<file path="src/rtl/prog_loader.sv">
// Program loader and run supervisor: streams (addr, data) words into the datapath
// memory test-port, holds the CPU in reset, then supervises the run until done or timeout.
module prog_loader #(
    parameter int DATA_W     = 16,
    parameter int ADDR_W     = 8,
    parameter int FIFO_DEPTH = 4,
    parameter int RST_CYCLES = 3,
    parameter int CNT_W      = 16
) (
    input  logic              clk_i,
    input  logic              rst_i,
    input  logic              start_i,
    input  logic [CNT_W-1:0]  max_cycles_i,
    input  logic              in_valid_i,
    output logic              in_ready_o,
    input  logic [ADDR_W-1:0] in_addr_i,
    input  logic [DATA_W-1:0] in_data_i,
    input  logic              in_last_i,
    input  logic              mem_grant_i,
    output logic              tb_sel_o,
    output logic              mem_we_o,
    output logic [ADDR_W-1:0] mem_addr_o,
    output logic [DATA_W-1:0] mem_wdata_o,
    output logic              cpu_rst_o,
    input  logic              cpu_done_i,
    output logic              busy_o,
    output logic              done_o,
    output logic              timeout_o,
    output logic [CNT_W-1:0]  cycle_count_o,
    output logic [ADDR_W:0]   words_loaded_o,
    output logic [DATA_W-1:0] checksum_o
);
    localparam int PTR_W  = $clog2(FIFO_DEPTH);
    localparam int HOLD_W = $clog2(RST_CYCLES + 1);

    typedef enum logic [2:0] {
        S_IDLE    = 3'd0,
        S_LOAD    = 3'd1,
        S_HOLD    = 3'd2,
        S_RUN     = 3'd3,
        S_DONE    = 3'd4,
        S_TIMEOUT = 3'd5
    } state_t;

    state_t              state_q, state_d;
    logic                tb_sel_q, tb_sel_d, cpu_rst_q, cpu_rst_d;
    logic                busy_q, busy_d, done_q, done_d, timeout_q, timeout_d;
    logic [ADDR_W-1:0]   fifo_addr_q [FIFO_DEPTH];
    logic [DATA_W-1:0]   fifo_data_q [FIFO_DEPTH];
    logic [PTR_W-1:0]    wr_ptr_q, wr_ptr_d, rd_ptr_q, rd_ptr_d;
    logic [PTR_W:0]      count_q, count_d;
    logic                last_seen_q, last_seen_d;
    logic                mem_we_q, mem_we_d;
    logic [ADDR_W-1:0]   mem_addr_q, mem_addr_d;
    logic [DATA_W-1:0]   mem_wdata_q, mem_wdata_d;
    logic [CNT_W-1:0]    cycle_q, cycle_d, max_q, max_d;
    logic [ADDR_W:0]     words_q, words_d;
    logic [DATA_W-1:0]   checksum_q, checksum_d;
    logic [HOLD_W-1:0]   hold_q, hold_d;
    logic                fifo_full_s, fifo_empty_s, in_ready_s, push_s, pop_s, start_s;

    // Handshake and FIFO status decode; full is taken from registered occupancy only.
    always_comb begin
        fifo_full_s  = (count_q == (PTR_W+1)'(FIFO_DEPTH));
        fifo_empty_s = (count_q == '0);
        in_ready_s   = (state_q == S_LOAD) && !fifo_full_s && !last_seen_q;
        push_s       = in_valid_i && in_ready_s;
        pop_s        = (state_q == S_LOAD) && !fifo_empty_s && mem_grant_i;
        start_s      = start_i && (state_q inside {S_IDLE, S_DONE, S_TIMEOUT});
    end

    // Next-state logic.
    always_comb begin
        state_d = state_q;
        case (state_q)
            S_IDLE:    if (start_s) state_d = S_LOAD; else state_d = S_IDLE;
            S_LOAD:    if (last_seen_q && fifo_empty_s && !mem_we_q) state_d = S_HOLD;
                       else state_d = S_LOAD;
            S_HOLD:    if (hold_q == '0) state_d = S_RUN; else state_d = S_HOLD;
            S_RUN: begin
                if (cpu_done_i) state_d = S_DONE;
                else if ((max_q != '0) && ((cycle_q + CNT_W'(1)) == max_q)) state_d = S_TIMEOUT;
                else state_d = S_RUN;
            end
            S_DONE, S_TIMEOUT: if (start_s) state_d = S_LOAD; else state_d = state_q;
            default:   state_d = S_IDLE;
        endcase
    end

    // Moore outputs decoded from the next state so they are registered with it.
    always_comb begin
        tb_sel_d  = 1'b1;
        cpu_rst_d = 1'b1;
        busy_d    = 1'b0;
        done_d    = 1'b0;
        timeout_d = 1'b0;
        case (state_d)
            S_IDLE:    begin tb_sel_d = 1'b1; cpu_rst_d = 1'b1; end
            S_LOAD:    begin tb_sel_d = 1'b1; cpu_rst_d = 1'b1; busy_d = 1'b1; end
            S_HOLD:    begin tb_sel_d = 1'b0; cpu_rst_d = 1'b1; busy_d = 1'b1; end
            S_RUN:     begin tb_sel_d = 1'b0; cpu_rst_d = 1'b0; busy_d = 1'b1; end
            S_DONE:    begin tb_sel_d = 1'b0; cpu_rst_d = 1'b0; done_d = 1'b1; end
            S_TIMEOUT: begin tb_sel_d = 1'b0; cpu_rst_d = 1'b1; timeout_d = 1'b1; end
            default:   begin tb_sel_d = 1'b1; cpu_rst_d = 1'b1; end
        endcase
    end

    // Datapath next-state: FIFO pointers, write port, counters and checksum.
    always_comb begin
        wr_ptr_d    = wr_ptr_q;
        rd_ptr_d    = rd_ptr_q;
        last_seen_d = last_seen_q;
        mem_we_d    = pop_s;
        mem_addr_d  = mem_addr_q;
        mem_wdata_d = mem_wdata_q;
        words_d     = words_q;
        checksum_d  = checksum_q;
        cycle_d     = cycle_q;
        max_d       = max_q;
        hold_d      = hold_q;
        if (push_s) wr_ptr_d = wr_ptr_q + PTR_W'(1); else wr_ptr_d = wr_ptr_q;
        if (pop_s) begin
            rd_ptr_d    = rd_ptr_q + PTR_W'(1);
            mem_addr_d  = fifo_addr_q[rd_ptr_q];
            mem_wdata_d = fifo_data_q[rd_ptr_q];
        end else begin
            rd_ptr_d    = rd_ptr_q;
        end
        case ({push_s, pop_s})
            2'b10:   count_d = count_q + (PTR_W+1)'(1);
            2'b01:   count_d = count_q - (PTR_W+1)'(1);
            default: count_d = count_q;
        endcase
        if (start_s) begin
            last_seen_d = 1'b0;
            words_d     = '0;
            checksum_d  = '0;
            cycle_d     = '0;
            max_d       = max_cycles_i;
        end else begin
            if (push_s && in_last_i) last_seen_d = 1'b1; else last_seen_d = last_seen_q;
            if (pop_s) begin
                if (words_q != '1) words_d = words_q + (ADDR_W+1)'(1); else words_d = words_q;
                checksum_d = checksum_q + fifo_data_q[rd_ptr_q];
            end else begin
                checksum_d = checksum_q;
            end
            if ((state_q == S_RUN) && !cpu_done_i) cycle_d = cycle_q + CNT_W'(1);
            else cycle_d = cycle_q;
        end
        if ((state_q == S_LOAD) && (state_d == S_HOLD)) hold_d = HOLD_W'(RST_CYCLES - 1);
        else if ((state_q == S_HOLD) && (hold_q != '0)) hold_d = hold_q - HOLD_W'(1);
        else hold_d = hold_q;
    end

    // FIFO storage; validity is tracked by the occupancy count, so no reset is needed.
    always_ff @(posedge clk_i) begin
        if (push_s) begin
            fifo_addr_q[wr_ptr_q] <= in_addr_i;
            fifo_data_q[wr_ptr_q] <= in_data_i;
        end
    end

    // State, output and datapath registers with synchronous reset.
    always_ff @(posedge clk_i) begin
        if (rst_i) begin
            state_q     <= S_IDLE;
            tb_sel_q    <= 1'b1;
            cpu_rst_q   <= 1'b1;
            busy_q      <= 1'b0;
            done_q      <= 1'b0;
            timeout_q   <= 1'b0;
            wr_ptr_q    <= '0;
            rd_ptr_q    <= '0;
            count_q     <= '0;
            last_seen_q <= 1'b0;
            mem_we_q    <= 1'b0;
            mem_addr_q  <= '0;
            mem_wdata_q <= '0;
            words_q     <= '0;
            checksum_q  <= '0;
            cycle_q     <= '0;
            max_q       <= '0;
            hold_q      <= '0;
        end else begin
            state_q     <= state_d;
            tb_sel_q    <= tb_sel_d;
            cpu_rst_q   <= cpu_rst_d;
            busy_q      <= busy_d;
            done_q      <= done_d;
            timeout_q   <= timeout_d;
            wr_ptr_q    <= wr_ptr_d;
            rd_ptr_q    <= rd_ptr_d;
            count_q     <= count_d;
            last_seen_q <= last_seen_d;
            mem_we_q    <= mem_we_d;
            mem_addr_q  <= mem_addr_d;
            mem_wdata_q <= mem_wdata_d;
            words_q     <= words_d;
            checksum_q  <= checksum_d;
            cycle_q     <= cycle_d;
            max_q       <= max_d;
            hold_q      <= hold_d;
        end
    end

    assign in_ready_o     = in_ready_s;
    assign tb_sel_o       = tb_sel_q;
    assign cpu_rst_o      = cpu_rst_q;
    assign busy_o         = busy_q;
    assign done_o         = done_q;
    assign timeout_o      = timeout_q;
    assign mem_we_o       = mem_we_q;
    assign mem_addr_o     = mem_addr_q;
    assign mem_wdata_o    = mem_wdata_q;
    assign cycle_count_o  = cycle_q;
    assign words_loaded_o = words_q;
    assign checksum_o     = checksum_q;
endmodule
</file>
<file path="config.mk">
export PLATFORM = sky130hd
export DESIGN_NAME = prog_loader
export DESIGN_NICKNAME = d
export VERILOG_FILES = /design/src/rtl/prog_loader.sv
export SDC_FILE = /design/constraint.sdc
export NUM_CORES = 1
export LEC_CHECK = 0
export CAP_MARGIN = 0
export CORE_ASPECT_RATIO = 0.6
export CORE_MARGIN = 2
export CORE_UTILIZATION = 61
export CTS_BUF_LIST = sky130_fd_sc_hd__clkbuf_4
export DETAILED_ROUTE_END_ITERATION = 10
export PLACE_DENSITY = 0.85
export SLEW_MARGIN = 20
export SYNTH_ARGS = -nofsm -noshare
export SYNTH_HDL_FRONTEND = slang
export SYNTH_SLANG_ARGS = --single-unit
</file>
<file path="constraint.sdc">
create_clock -name clk_i -period 6.5 [get_ports clk_i]
set_input_delay 1.3 -clock clk_i [delete_from_list [all_inputs] [get_ports clk_i]]
set_output_delay 1.3 -clock clk_i [all_outputs]
set_load 0.01 [all_outputs]
</file>
==> summary.md <==
| Metric | Value |
|---|---|
| CP Depth | `3` |
| Die W | `157 um` |
| Delay of the slowest cell on the worst path | `790 ps` |
| Hold EP | `mem_wdata_o[0]$_SDFFE_PP0P_` |
| Reg2Reg Capture Point | `checksum_o[15]$_SDFFE_PP0P_` |
| Post-synth EDFFs | `96` |
| Worst-case reg-to-reg path depth | `10` |
| Async set-reset flop share out of synthesis | `0` |
| Distinct cells, synth | `66` |
| Vias/cell | `5.87` |
| RD Place Congestion | `0.940` |
| Fillers | `923` |
| Final period util | `0.612` |
| CTS tree | `done` |
| Post-CTS Setup Inserts | `0` |
| Met2 wire length | `9.45 mm` |
| Tmin final | `3980 ps` |
| Max Slew Vio Count | `0` |
| FP Rows | `33` |
| Yosys warns | `0` |
| Routed length on met1 | `8.91 mm` |
| Unrepaired setup endpoints after global routing | `false` |
| Antenna violations before repair | `0` |
| Die area | `15100 um^2` |
| Core Util, Final | `0.752` |
| Post-CTS resize count | `0` |
| Worst hold-check path type | `reg2reg` |
| DRT Wirelength | `20.1 mm` |
| # DRC | `0` |
| First-pass GRT wire length | `31.8 mm` |
| Hold_buf cts | `0` |
| Final net count | `957` |
| Worst Path Max Fanout | `7` |
| Io pins | `119` |
| Worst skew pair latency | `570 ps` |
| Port bufs | `118` |
| Clk slew on worst S/H paths | `180 ps` |
| Gate Count Post-Synth | `772` |
| Worst path required time | `5200 ps` |
| Largest net degree at the start of global routing | `61` |
| Syn Nets | `845` |
| Vias in the first global route | `6282` |
| CTS sink count | `198` |
| Die height | `96.0 um` |
| Sequential cell area | `4920 um^2` |
| CTS root buffer | `clkbuf_4` |
| GRT Util Overall | `0.277` |
| Most frequent cells in the layout | `132 x nand2_1, 117 x clkdlybuf4s50_1, 102 x dfxtp_1` |
| FMAX | `251 MHz` |
| H-tree depth | `4` |
| DR WL/cell | `18.5 um` |
| Slew margin rel. | `0.355` |
| Crit path kind | `reg2out` |
| Area of the multi-input gates | `3460 um^2` |
| Max-cap violation count | `0` |
| Diode count | `0` |
| Final Setup Violations | `0` |
| Worst EP arrival | `2680 ps` |
| Maximum vdd drop | `0.175 mV` |
| Synthesized area per cell | `11.1 um^2` |
| Pwr dens | `222 nW/um^2` |
| Total negative setup slack | `0 ps` |
| Area Overhead vs Synth | `19.8%` |
| Crit end category | `output pin` |
| Crit path cell chain | `nand2b_1, a2111oi_1, clkdlybuf4s50_1` |
| Commonest non-fill, non-tap cell in the layout | `nand2_1` |
| Syn Std Cell Area | `8610 um^2` |
| Final hold violation count | `0` |
| Total Power | `2290 uW` |
| Slowest cell on crit path | `a2111oi_1` |
| Initial core utilization | `0.628` |
| Layout Skew | `33.2 ps` |
| Place WS | `2640 ps` |
| Routed vias | `6395` |
| Startpoint types | `flop` |
| Detailed placement HPWL | `14.2 mm` |
| CTS buffer count | `17` |
| Worst slew pin tran | `966 ps` |
| Worst path buffer plus inverter count | `1` |
| Leakage | `0.00345 uW` |
| Uppermost layer routed | `met4` |
| Initial DRC count | `643` |
| Hold Startpoint | `mem_wdata_o[0]$_SDFFE_PP0P_` |
| Pre-antenna DRT Iters | `6` |
| Critical path's top delay family | `compound AO/OA/AOI/OAI gates` |
| Clock tree buffer depth | `2` |
| Final WS setup | `2520 ps` |
| Cell count of the worst hold path | `2` |
| Hold Worst Slack | `473 ps` |
| ANT nets after route | `0` |
| Core footprint | `13700 um^2` |
| Layout cell share with drive strength beyond 1 | `0.0948` |
| Dominant synthesized flop cell | `dfxtp_1` |
| Total gr overflow | `0` |
| DR WL met3 | `1.60 mm` |
| Status | `completed` |
| Internal reg-to-reg setup slack | `2910 ps` |
| FF+latch count, synth | `198` |
| Register area share after synthesis | `0.572` |
==> cells in the mapped netlist, types with 3 or more instances <==
cell        n  area [um^2]
nand2b_1    5         31.3
mux4_2     24          541
a211oi_1    5         37.5
clkbuf_1   26         97.6
nor4_1      8         50.1
edfxtp_1   96         2880
nand2_1   132          495
inv_1      21         78.8
o21ai_0    24          120
xnor2_1    31          272
nor3_1     13         65.1
or3_1      10         62.6
nand4_1     5         31.3
o21a_1      3         22.5
nor2_1     55          206
and3_1      8         50.1
dfxtp_1   102         2040
ha_1       24          300
xor2_1     22          193
buf_1       4         15.0
nor2b_1     3         18.8
nand3_1    18         90.1
a21oi_1    77          385
==> area by class of cell <==
class / count / area share
clock inverter: 15 / 0.0222
sequential: 198 / 0.478
timing repair buffer: 128 / 0.121
clock buffer: 17 / 0.0124
tap: 192 / 0.0233
multi-input combinational: 518 / 0.335
inverter: 21 / 0.00765
==> worst max-delay path by stage <==
stage                           from                          end  slack, ps
2_1_floorplan                   flop  checksum_o[15]$_SDFFE_PP0P_       2820
3_3_place_gp                 start_i  checksum_o[14]$_SDFFE_PP0P_       2700
3_5_place_dp                 start_i  checksum_o[14]$_SDFFE_PP0P_       2640
4_1_cts        state_q[0]$_SDFF_PP0_                   in_ready_o       2320
5_1_grt        state_q[0]$_SDFF_PP0_                   in_ready_o       2450
6_report       state_q[0]$_SDFF_PP0_                   in_ready_o       2520
==> routing by layer <==
| metal | up-vias | GRT usage |
|---|---|---|
| met5 | - | 0 |
| met4 | 0 | 0.0614 |
| met3 | 16 | 0.0558 |
| met2 | 270 | 0.453 |
| met1 | 3124 | 0.391 |
| li1 | 2985 | - |
==> where the power goes <==
part | internal (uW) | switching (uW) | total (uW) | leakage [uW]
clock | 293 | 457 | 750 | 0.000185
combinational | 84.9 | 103 | 188 | 0.00157
sequential | 1330 | 19.0 | 1350 | 0.00169
==> per-stage QoR <==
stage / cells / area, um^2
5_1_grt: 1089 / 10300
3_3_place_gp: 1057 / 9950
2_1_floorplan: 772 / 8610
4_1_cts: 1089 / 10300
6_report: 1089 / 10300
3_5_place_dp: 1057 / 9950
==> tightest hold or removal path: stages, from the launching register on <==
cell     delay (ps)
dfxtp_1         340
nand2_1          50
a21oi_1          50
==> kinds of logic (layout without fill, tap and decap cells) <==
| kind of cell | Yosys count | after routing | share of synthesized area |
|---|---|---|---|
| and+or+nand+nor | 275 | 275 | 0.146 |
| DFF | 198 | 198 | 0.572 |
| xor gates and xnor gates | 53 | 53 | 0.0539 |
| buffers and inverters | 56 | 181 | 0.0266 |
| AOI/OAI and AO/OA | 139 | 139 | 0.0971 |
| muxes | 25 | 25 | 0.0641 |
| adders and majority gates | 26 | 26 | 0.0395 |
==> state kept, by name, summed over array words and instances, names as in the netlist, 8 cells and up, named ones only <==
| signal | flops |
|---|---|
| fifo_data_q | 64 |
| fifo_addr_q | 32 |
| checksum_o | 16 |
| cycle_count_o | 16 |
| max_q | 16 |
| mem_wdata_o | 16 |
| words_loaded_o | 9 |
| mem_addr_o | 8 |
Power figures use the tool's default switching activity.
